===== config.mk =====
export PLATFORM = sky130hd
export DESIGN_NAME = alarm_scheduler
export DESIGN_NICKNAME = d
export VERILOG_FILES = /design/src/rtl/alarm_scheduler.sv
export SDC_FILE = /design/constraint.sdc
export NUM_CORES = 1
export LEC_CHECK = 0
export ABC_AREA = 1
export CORE_UTILIZATION = 55
export DETAILED_ROUTE_END_ITERATION = 6
export PLACE_DENSITY = 0.8
export SLEW_MARGIN = 30
export SYNTH_ARGS = -nofsm -noshare
export SYNTH_HDL_FRONTEND = slang
export SYNTH_SLANG_ARGS = --single-unit

===== constraint.sdc =====
create_clock -name clk -period 1.5 [get_ports clk]
set_input_delay 0.15 -clock clk [delete_from_list [all_inputs] [get_ports clk]]
set_output_delay 0.15 -clock clk [all_outputs]
set_load 0.01 [all_outputs]

===== src/rtl/alarm_scheduler.sv =====
// alarm_scheduler: shares the single speaker between four alarm slots and the
// hourly chime. Slots are matched against the running seconds count on each
// 1 Hz tick, queued in a pending mask and served lowest-index first.
// Optional feature: define ALARM_SNOOZE_EN to build per-slot snooze counters;
// without it the snooze button behaves exactly like dismiss.
module alarm_scheduler #(
  parameter int SEC_W       = 17,
  parameter int CHIME_SECS  = 2,
  parameter int SNOOZE_SECS = 300
) (
  input  logic             clk,
  input  logic             rst,
  input  logic             tick_1hz,
  input  logic [SEC_W-1:0] cur_secs,
  input  logic             cfg_we,
  input  logic [1:0]       cfg_slot,
  input  logic             cfg_en,
  input  logic [1:0]       cfg_len,
  input  logic [1:0]       cfg_music,
  input  logic [SEC_W-1:0] cfg_secs,
  input  logic             hour_req,
  input  logic             dismiss,
  input  logic             snooze,
  output logic             ring,
  output logic [1:0]       ring_slot,
  output logic [1:0]       ring_music,
  output logic             chime,
  output logic [3:0]       pending,
  output logic [3:0]       slot_en,
  output logic [5:0]       remaining
);

  typedef enum logic [1:0] {
    S_IDLE  = 2'd0,
    S_CHIME = 2'd1,
    S_RING  = 2'd2
  } state_t;

  localparam logic [5:0] CHIME_LOAD = 6'(CHIME_SECS);

  // The snooze counters are 9 bits wide, so the delay must fit in them.
  if (SNOOZE_SECS < 1 || SNOOZE_SECS > 511) begin : g_bad_snooze_secs
    $error("SNOOZE_SECS must be in 1..511");
  end

  state_t           state;
  state_t           state_nxt;
  logic [3:0]       en_q;
  logic [1:0]       len_q   [4];
  logic [1:0]       music_q [4];
  logic [SEC_W-1:0] secs_q  [4];
  logic             chime_pend;
  logic             chime_take;
  logic [1:0]       grant;
  logic [1:0]       slot_nxt;
  logic [5:0]       rem_nxt;
  logic [3:0]       match_set;
  logic [3:0]       cfg_clr;
  logic [3:0]       ring_clr;
  logic [3:0]       slot_oh;
  logic [3:0]       snz_fire;
  logic             abort;
  logic             stop_evt;

  // Ring length in ticks for each length code.
  function automatic logic [5:0] ring_len(input logic [1:0] code);
    case (code)
      2'd0:    ring_len = 6'd15;
      2'd1:    ring_len = 6'd30;
      2'd2:    ring_len = 6'd45;
      default: ring_len = 6'd60;
    endcase
  endfunction

  assign cfg_clr  = (cfg_we && !cfg_en) ? (4'b0001 << cfg_slot) : 4'b0000;
  assign abort    = (state == S_RING) && cfg_we && !cfg_en && (cfg_slot == ring_slot);
  assign slot_oh  = 4'b0001 << ring_slot;

`ifdef ALARM_SNOOZE_EN
  assign stop_evt = dismiss;
`else
  assign stop_evt = dismiss | snooze;
`endif

  // Slot configuration registers; one write updates every field of a slot.
  always_ff @(posedge clk or negedge rst) begin
    if (!rst) begin
      en_q <= 4'b0000;
      for (int i = 0; i < 4; i++) begin
        len_q[i]   <= 2'd0;
        music_q[i] <= 2'd0;
        secs_q[i]  <= '0;
      end
    end else if (cfg_we) begin
      en_q[cfg_slot]    <= cfg_en;
      len_q[cfg_slot]   <= cfg_len;
      music_q[cfg_slot] <= cfg_music;
      secs_q[cfg_slot]  <= cfg_secs;
    end
  end

  // Exact time-of-day match on the tick for every enabled slot.
  always_comb begin
    match_set = 4'b0000;
    for (int i = 0; i < 4; i++) begin
      if (tick_1hz && en_q[i] && (secs_q[i] == cur_secs)) match_set[i] = 1'b1;
    end
  end

  // Lowest-index pending slot wins the speaker.
  always_comb begin
    grant = 2'd0;
    for (int i = 3; i >= 0; i--) begin
      if (pending[i]) grant = 2'(i);
    end
  end

`ifdef ALARM_SNOOZE_EN
  localparam logic [8:0] SNOOZE_LOAD = 9'(SNOOZE_SECS);

  logic [8:0] snz_cnt [4];
  logic [3:0] snz_act;
  logic [3:0] snz_load;
  logic [3:0] snz_cancel;

  // A snoozed slot re-queues itself on the tick that exhausts its counter.
  always_comb begin
    snz_fire = 4'b0000;
    for (int i = 0; i < 4; i++) begin
      if (snz_act[i] && tick_1hz && (snz_cnt[i] == 9'd1) && !cfg_clr[i]) snz_fire[i] = 1'b1;
    end
  end

  // Per-slot snooze countdowns: cancel beats load, load beats counting.
  always_ff @(posedge clk or negedge rst) begin
    if (!rst) begin
      snz_act <= 4'b0000;
      for (int i = 0; i < 4; i++) snz_cnt[i] <= 9'd0;
    end else begin
      for (int i = 0; i < 4; i++) begin
        if (cfg_clr[i] || snz_cancel[i]) begin
          snz_act[i] <= 1'b0;
        end else if (snz_load[i]) begin
          snz_act[i] <= 1'b1;
          snz_cnt[i] <= SNOOZE_LOAD;
        end else if (snz_act[i] && tick_1hz) begin
          if (snz_cnt[i] == 9'd1) snz_act[i] <= 1'b0;
          snz_cnt[i] <= snz_cnt[i] - 9'd1;
        end
      end
    end
  end
`else
  assign snz_fire = 4'b0000;
`endif

  // Next-state logic: chime has priority out of IDLE, rings run to timeout or stop.
  always_comb begin
    state_nxt  = state;
    rem_nxt    = remaining;
    slot_nxt   = ring_slot;
    ring_clr   = 4'b0000;
    chime_take = 1'b0;
`ifdef ALARM_SNOOZE_EN
    snz_load   = 4'b0000;
    snz_cancel = 4'b0000;
`endif
    case (state)
      S_IDLE: begin
        if (chime_pend || hour_req) begin
          chime_take = 1'b1;
          rem_nxt    = CHIME_LOAD;
          state_nxt  = S_CHIME;
        end else if (pending != 4'b0000) begin
          slot_nxt  = grant;
          rem_nxt   = ring_len(len_q[grant]);
          state_nxt = S_RING;
        end
      end
      S_CHIME: begin
        if (stop_evt || (tick_1hz && remaining <= 6'd1)) begin
          rem_nxt   = 6'd0;
          state_nxt = S_IDLE;
        end else if (tick_1hz) begin
          rem_nxt = remaining - 6'd1;
        end
      end
      S_RING: begin
        if (abort) begin
          rem_nxt   = 6'd0;
          state_nxt = S_IDLE;
        end else if (stop_evt) begin
          rem_nxt   = 6'd0;
          ring_clr  = slot_oh;
          state_nxt = S_IDLE;
`ifdef ALARM_SNOOZE_EN
          snz_cancel = slot_oh;
`endif
        end
`ifdef ALARM_SNOOZE_EN
        else if (snooze) begin
          rem_nxt   = 6'd0;
          ring_clr  = slot_oh;
          snz_load  = slot_oh;
          state_nxt = S_IDLE;
        end
`endif
        else if (tick_1hz && remaining <= 6'd1) begin
          rem_nxt   = 6'd0;
          ring_clr  = slot_oh;
          state_nxt = S_IDLE;
        end else if (tick_1hz) begin
          rem_nxt = remaining - 6'd1;
        end
      end
      default: begin
        rem_nxt   = 6'd0;
        state_nxt = S_IDLE;
      end
    endcase
  end

  // State, queue and chime latch; a match set outranks a ring-end clear, a disable outranks all.
  always_ff @(posedge clk or negedge rst) begin
    if (!rst) begin
      state      <= S_IDLE;
      remaining  <= 6'd0;
      ring_slot  <= 2'd0;
      chime_pend <= 1'b0;
      pending    <= 4'b0000;
    end else begin
      state      <= state_nxt;
      remaining  <= rem_nxt;
      ring_slot  <= slot_nxt;
      chime_pend <= (chime_pend | hour_req) & ~chime_take;
      pending    <= ((pending & ~ring_clr) | match_set | snz_fire) & ~cfg_clr;
    end
  end

  assign ring       = (state == S_RING);
  assign chime      = (state == S_CHIME);
  assign ring_music = music_q[ring_slot];
  assign slot_en    = en_q;

endmodule


After elaboration in Yosys (flattened, before gate mapping) --
Cells that the tools add are included.
Operators by class: add/subtract/negate cells 1, order comparisons 7, equal/unequal tests 12, shift operators 2, multiplexer cells 47, bitwise gates (word level) 13, reduce and logical (&&, ||, !) cells 23
Operators with widths (count):
- 68-bit bitwise mux | 1
- 17-bit == test | 4
- 6-bit 2-to-1 mux | 7
- 6-bit one-hot mux with 3 select lines | 2
- 17-bit demux with 2-bit select | 1
- 2-bit 2-to-1 mux | 15
- 4-bit 2-to-1 mux | 5
- 17-bit 2-to-1 mux | 1
- 8-bit bitwise mux | 2
- 1-bit logical AND | 15
- 3-bit >= comparator, second input constant | 3
- 2-bit NOT with 3-bit output | 3
- 4-bit bitwise AND | 2
- 2-bit binary-select mux with 2-bit select | 2
- 4-bit NOT | 2
- 1-bit by 2-bit left shift with 4-bit output, first input constant | 2
- 1-bit 2-to-1 mux | 7
- 6-bit by 1-bit less-or-equal comparator with 1-bit output, second input constant | 1
- 2-bit one-hot mux with 3 select lines | 1
- 3-bit AND reduction | 2
- 6-bit by 1-bit subtractor with 6-bit output, second input constant | 1
- 4-bit bitwise mux | 1
- 2-bit demux with 2-bit select | 1
- 2-bit by 1-bit == test with 1-bit output, second input constant | 2
- 17 further kinds | 22
Word-level totals: bits in registers 103, bits of input ports 48, output and inout port bits 20, logic and storage cells 123

Logic depth before layout (Yosys ltp) --
depth in word-level cells 13, depth in mapped cells 12, depth with buffers taken out 12

Worst setup path after synthesis --
OpenSTA, ideal clock, no wires.
kind register to register, start point register remaining[1], end point register remaining[3], setup time 0.116 ns, data arrival time 1.308 ns, data required time 1.384 ns, path slack 0.076 ns, stages on the path, launching flop included 12, path buffers 0, clock period less this slack 1.424 ns, cells stage by stage dfrtp_1 -> inv_1 -> ha_1 -> nor2_1 -> nor2_1 -> nand3_1 -> nand2_1 -> inv_2 -> nand3_1 -> nand2_1 -> nand2_1 -> nand2_1
Between the ends: longest elaborated chain between the ends 6, elaborated cells on any way between the ends 10, classes of those cells add/sub (1); order compare (1); mux (6); reduce/logical (2)
RTL lines:
- from (decl) | line 30 | output logic [5:0] remaining
- from (signal assigned) | line 233 | remaining <= rem_nxt;
- 6-bit by 1-bit subtractor with 6-bit output / 6-bit by 1-bit less-or-equal comparator with 1-bit output (equally long branches)
- 6-bit 2-to-1 mux / 1-bit logical AND (equally long branches)
- 6-bit 2-to-1 mux | line 208 | else if (tick_1hz && remaining <= 6'd1) begin
- 6-bit 2-to-1 mux | line 192 | end else if (stop_evt) begin
- 6-bit 2-to-1 mux | line 189 | if (abort) begin
- 6-bit one-hot mux with 3 select lines (*) | line 168 | case (state)
Mark *: on every way between the ends. The rest lies on a longest branch, timed or not. A chain may end at the register's enable or synchronous reset.

Worst setup path in the final report --
start point register ring_slot[1], end point output port ring_music[0]
Between the ends: longest elaborated chain between the ends 4
RTL lines:
- from (decl) | line 25 | output logic [1:0] ring_slot,
- from (signal assigned) | line 234 | ring_slot <= slot_nxt;
- 2-bit NOT with 3-bit output (not written as such) | line 242 | assign ring_music = music_q[ring_slot];
- 2-bit binary-select mux with 2-bit select | line 242
- 2-bit 2-to-1 mux (not written as such) (2 in series) | line 242
- to (decl) | line 26 | output logic [1:0] ring_music,
Every way passes these cells. The select of a mux whose other input is x is not followed.

==> flow_summary.toml <==
[worst_hold_path]
hold_class = "input port to async pin"

[setup_path]
path_delay_family = "flip-flops"
worstPathRequired_ns = 1.35
criticalPathCategory = "flop to output pin"
slowest_stage = "dfrtp_2"
critPathArrivalTime_ns = 1.40
reg2reg_slack_ns = -0.02
cpPeakStageDelay_ns = 0.47
crit_cells = 5
start_kind = "flop"
reg2regPathDepth = 9
crit_chain = "buf_6 > nor2_4 > a22oi_1 > nand2_1 > buf_2"
end_kind = "output pin"
r2r_start = "remaining[0]"
cp_max_fo = 5
r2r-end = "pending[1]"
worst-path-buf-inv = 2

[global_route]
gr-usage-met3 = 0.0478
antenna_found_initial = 0
use_met2 = 0.517
grt_busiest_layer = "met2"
grt_max_degree = 48
grt_use_met1 = 0.363
gr-total-overflow = 0
grt_pass1_vias = 4857
grt_pass1_wl_mm = 22.8
grt_use_total = 0.294

[route]
viasPerCell = 5.34
avgRoutedWirePerCell_um = 15.0
dr.pass1.iters = 5
routed_wl_mm = 14.0
drc = 0
num_vias = 5000
drt_iter0_drc = 399
postRouteAntennaNets = 0

[timing]
period_needed_ns = 1.55
timing.hold.ws_ns = 0.245
worst_slew_pin_slew_ns = 0.395
final.setup.tns_ns = -0.134
finalSetupViolCount = 4
max_freq_ghz = 0.643
rsz0062_at_grt = "yes"
maxSlewViolCount = 0
final_hold_viol_count = 0
maxSlewHeadroom = 0.735
post-route-period-util = 1.04
final.setup_skew_ns = 0.0113
fin_ws_ns = -0.0546

[synthesis]
synth-seq-cells = 103
syn_inst = 687
seq_area_frac_synth = 0.492
ys_warn_count = 0
postSynthAreaPerCell_um2 = 7.62
synth.distinct_cells = 30
syn_nets = 737
synthesis.area_um2 = 5240

[clock_tree]
htree_levels = 3
cts_root_buf = "clkbuf_8"
cts_max_path_buffers = 2
clkTransAtPathRegs_ns = 0.10
cts.sinks = 103
cts_tree = "built"
clkLatencyLatePin_ns = 0.37
cts_inserted_buffers = 9

[layout]
drive_gt1_frac = 0.166
final_core_util = 0.742
fill_cells = 693
final_common_cell = "nand2_1"
area_growth_pct = 30.9
fin_nets = 852
layout_common_cells = "207 x nand2_1, 108 x o21ai_0, 98 x dfrtp_1, 68 x inv_1, 53 x clkdlybuf4s50_1"
antenna-diode-count = 0
finish.instance_area_um2 = 6850

[floorplan]
dieWidth_um = 99.6
die_h_um = 99.6
rows = 35
initial_core_util = 0.567
die_area_um2 = 9910
core_area_um2 = 9240
ios = 68

[pwr]
p_leak_uw = 0.00341
powerDensity_nw_per_um2 = 1110
totalPowerFinal_uw = 7640
max-vdd-ir-drop_uv = 581

[placement]
dp_hpwl_mm = 10.1
placed_area_um2 = 6370
io_buffers = 67
gp_congestion = 0.982

[run_status]
violations = "negative setup slack"
outcome = "finished with violations"

[flow_run]
maxCapViolCount = 0
==> power breakdown <==
part	switching, uW	internal [uW]	leakage [uW]	total (uW)
Clock	984	707	0.0000922	1690
Sequential	366	3240	0.00128	3610
Combinational	1310	1030	0.00204	2340
Total	2660	4980	0.00341	7640
==> registers in the layout, indices dropped and copies added (netlist names) <==
name        cells
chime_pend      1
len_q           8
music_q         8
pending         4
remaining       6
ring_slot       2
secs_q         68
slot_en         4
state           2
==> repair_timing <==
item | CTS | global route
pin swaps | 1 | 24
resized for setup | 24 | 47
buffers inserted | 6 | 8
hold endpoints to repair | 23 | 0
endpoints found under the setup margin | 23 | 19
hold buffers | 1 | 0
==> worst max-delay path by stage <==
stage                       from  slack [ns]       endpoint
floorplan           remaining[1]        0.08   remaining[3]
global placement        tick_1hz       -0.19     pending[1]
detailed placement  cur_secs[14]       -0.26     pending[1]
CTS                 ring_slot[0]       -0.12  ring_music[0]
global route        remaining[1]       -0.11     pending[1]
finish              ring_slot[1]       -0.05  ring_music[0]
==> metrics by stage <==
| stage | worst slack (ns) | cells |
|---|---|---|
| final | -0.0546 | 936 |
| after global routing | -0.114 | 936 |
| after CTS | -0.123 | 928 |
| after detailed placement | -0.256 | 905 |
| after global placement | -0.188 | 905 |
| after floorplan | 0.0760 | 687 |
==> routing by layer <==
layer,up-vias,routed length (um),share of wire
li1,2407,-,-
met1,2355,5820,0.41
met2,194,7050,0.50
met3,44,719,0.051
met4,0,439,0.031
met5,-,0,0
==> layout make-up <==
class                           count  area [um^2]  area share
Sequential cell                   103         2580       0.377
Multi-Input combinational cell    482         2420       0.353
Timing Repair Buffer              122         1180       0.172
Inverter                           84          320      0.0467
Tap cell                          129          161      0.0235
Clock buffer                       11          151      0.0221
Clock inverter                      5         41.3     0.00602
==> cell usage after synthesis <==
cell	number	area, um^2
nor3_2	1	10.0
nand3_1	30	150
xnor2_1	10	87.6
buf_2	5	25.0
o2bb2ai_1	1	8.76
nand3_2	1	10.0
nand2_4	1	11.3
or2_2	3	18.8
nand4_1	5	31.3
inv_1	72	270
o22ai_1	3	18.8
o21ai_0	108	541
ha_1	2	25.0
o211ai_1	2	15.0
o21ai_4	1	16.3
nor2_2	2	12.5
inv_2	12	45.0
or2_1	1	6.26
buf_4	1	7.51
nor2_4	1	11.3
a21oi_1	8	40.0
nand2_1	214	803
xor2_2	1	16.3
o21ai_1	8	40.0
nor3_1	8	40.0
clkbuf_1	12	45.0
xor2_1	14	123
a22oi_1	4	30.0
nor2_1	53	199
dfrtp_1	103	2580
==> cells by family (layout without fill, tap and decap cells) <==
kind of cell,count (synthesis),count (layout),synth area share
simple gates,320,320,0.249
xor+xnor,25,25,0.0433
flops,103,103,0.492
buf+inv,102,222,0.0750
fa+ha+maj,2,2,0.00478
compound gates,135,135,0.136
Note: power is estimated with default switching activity, not from simulation.
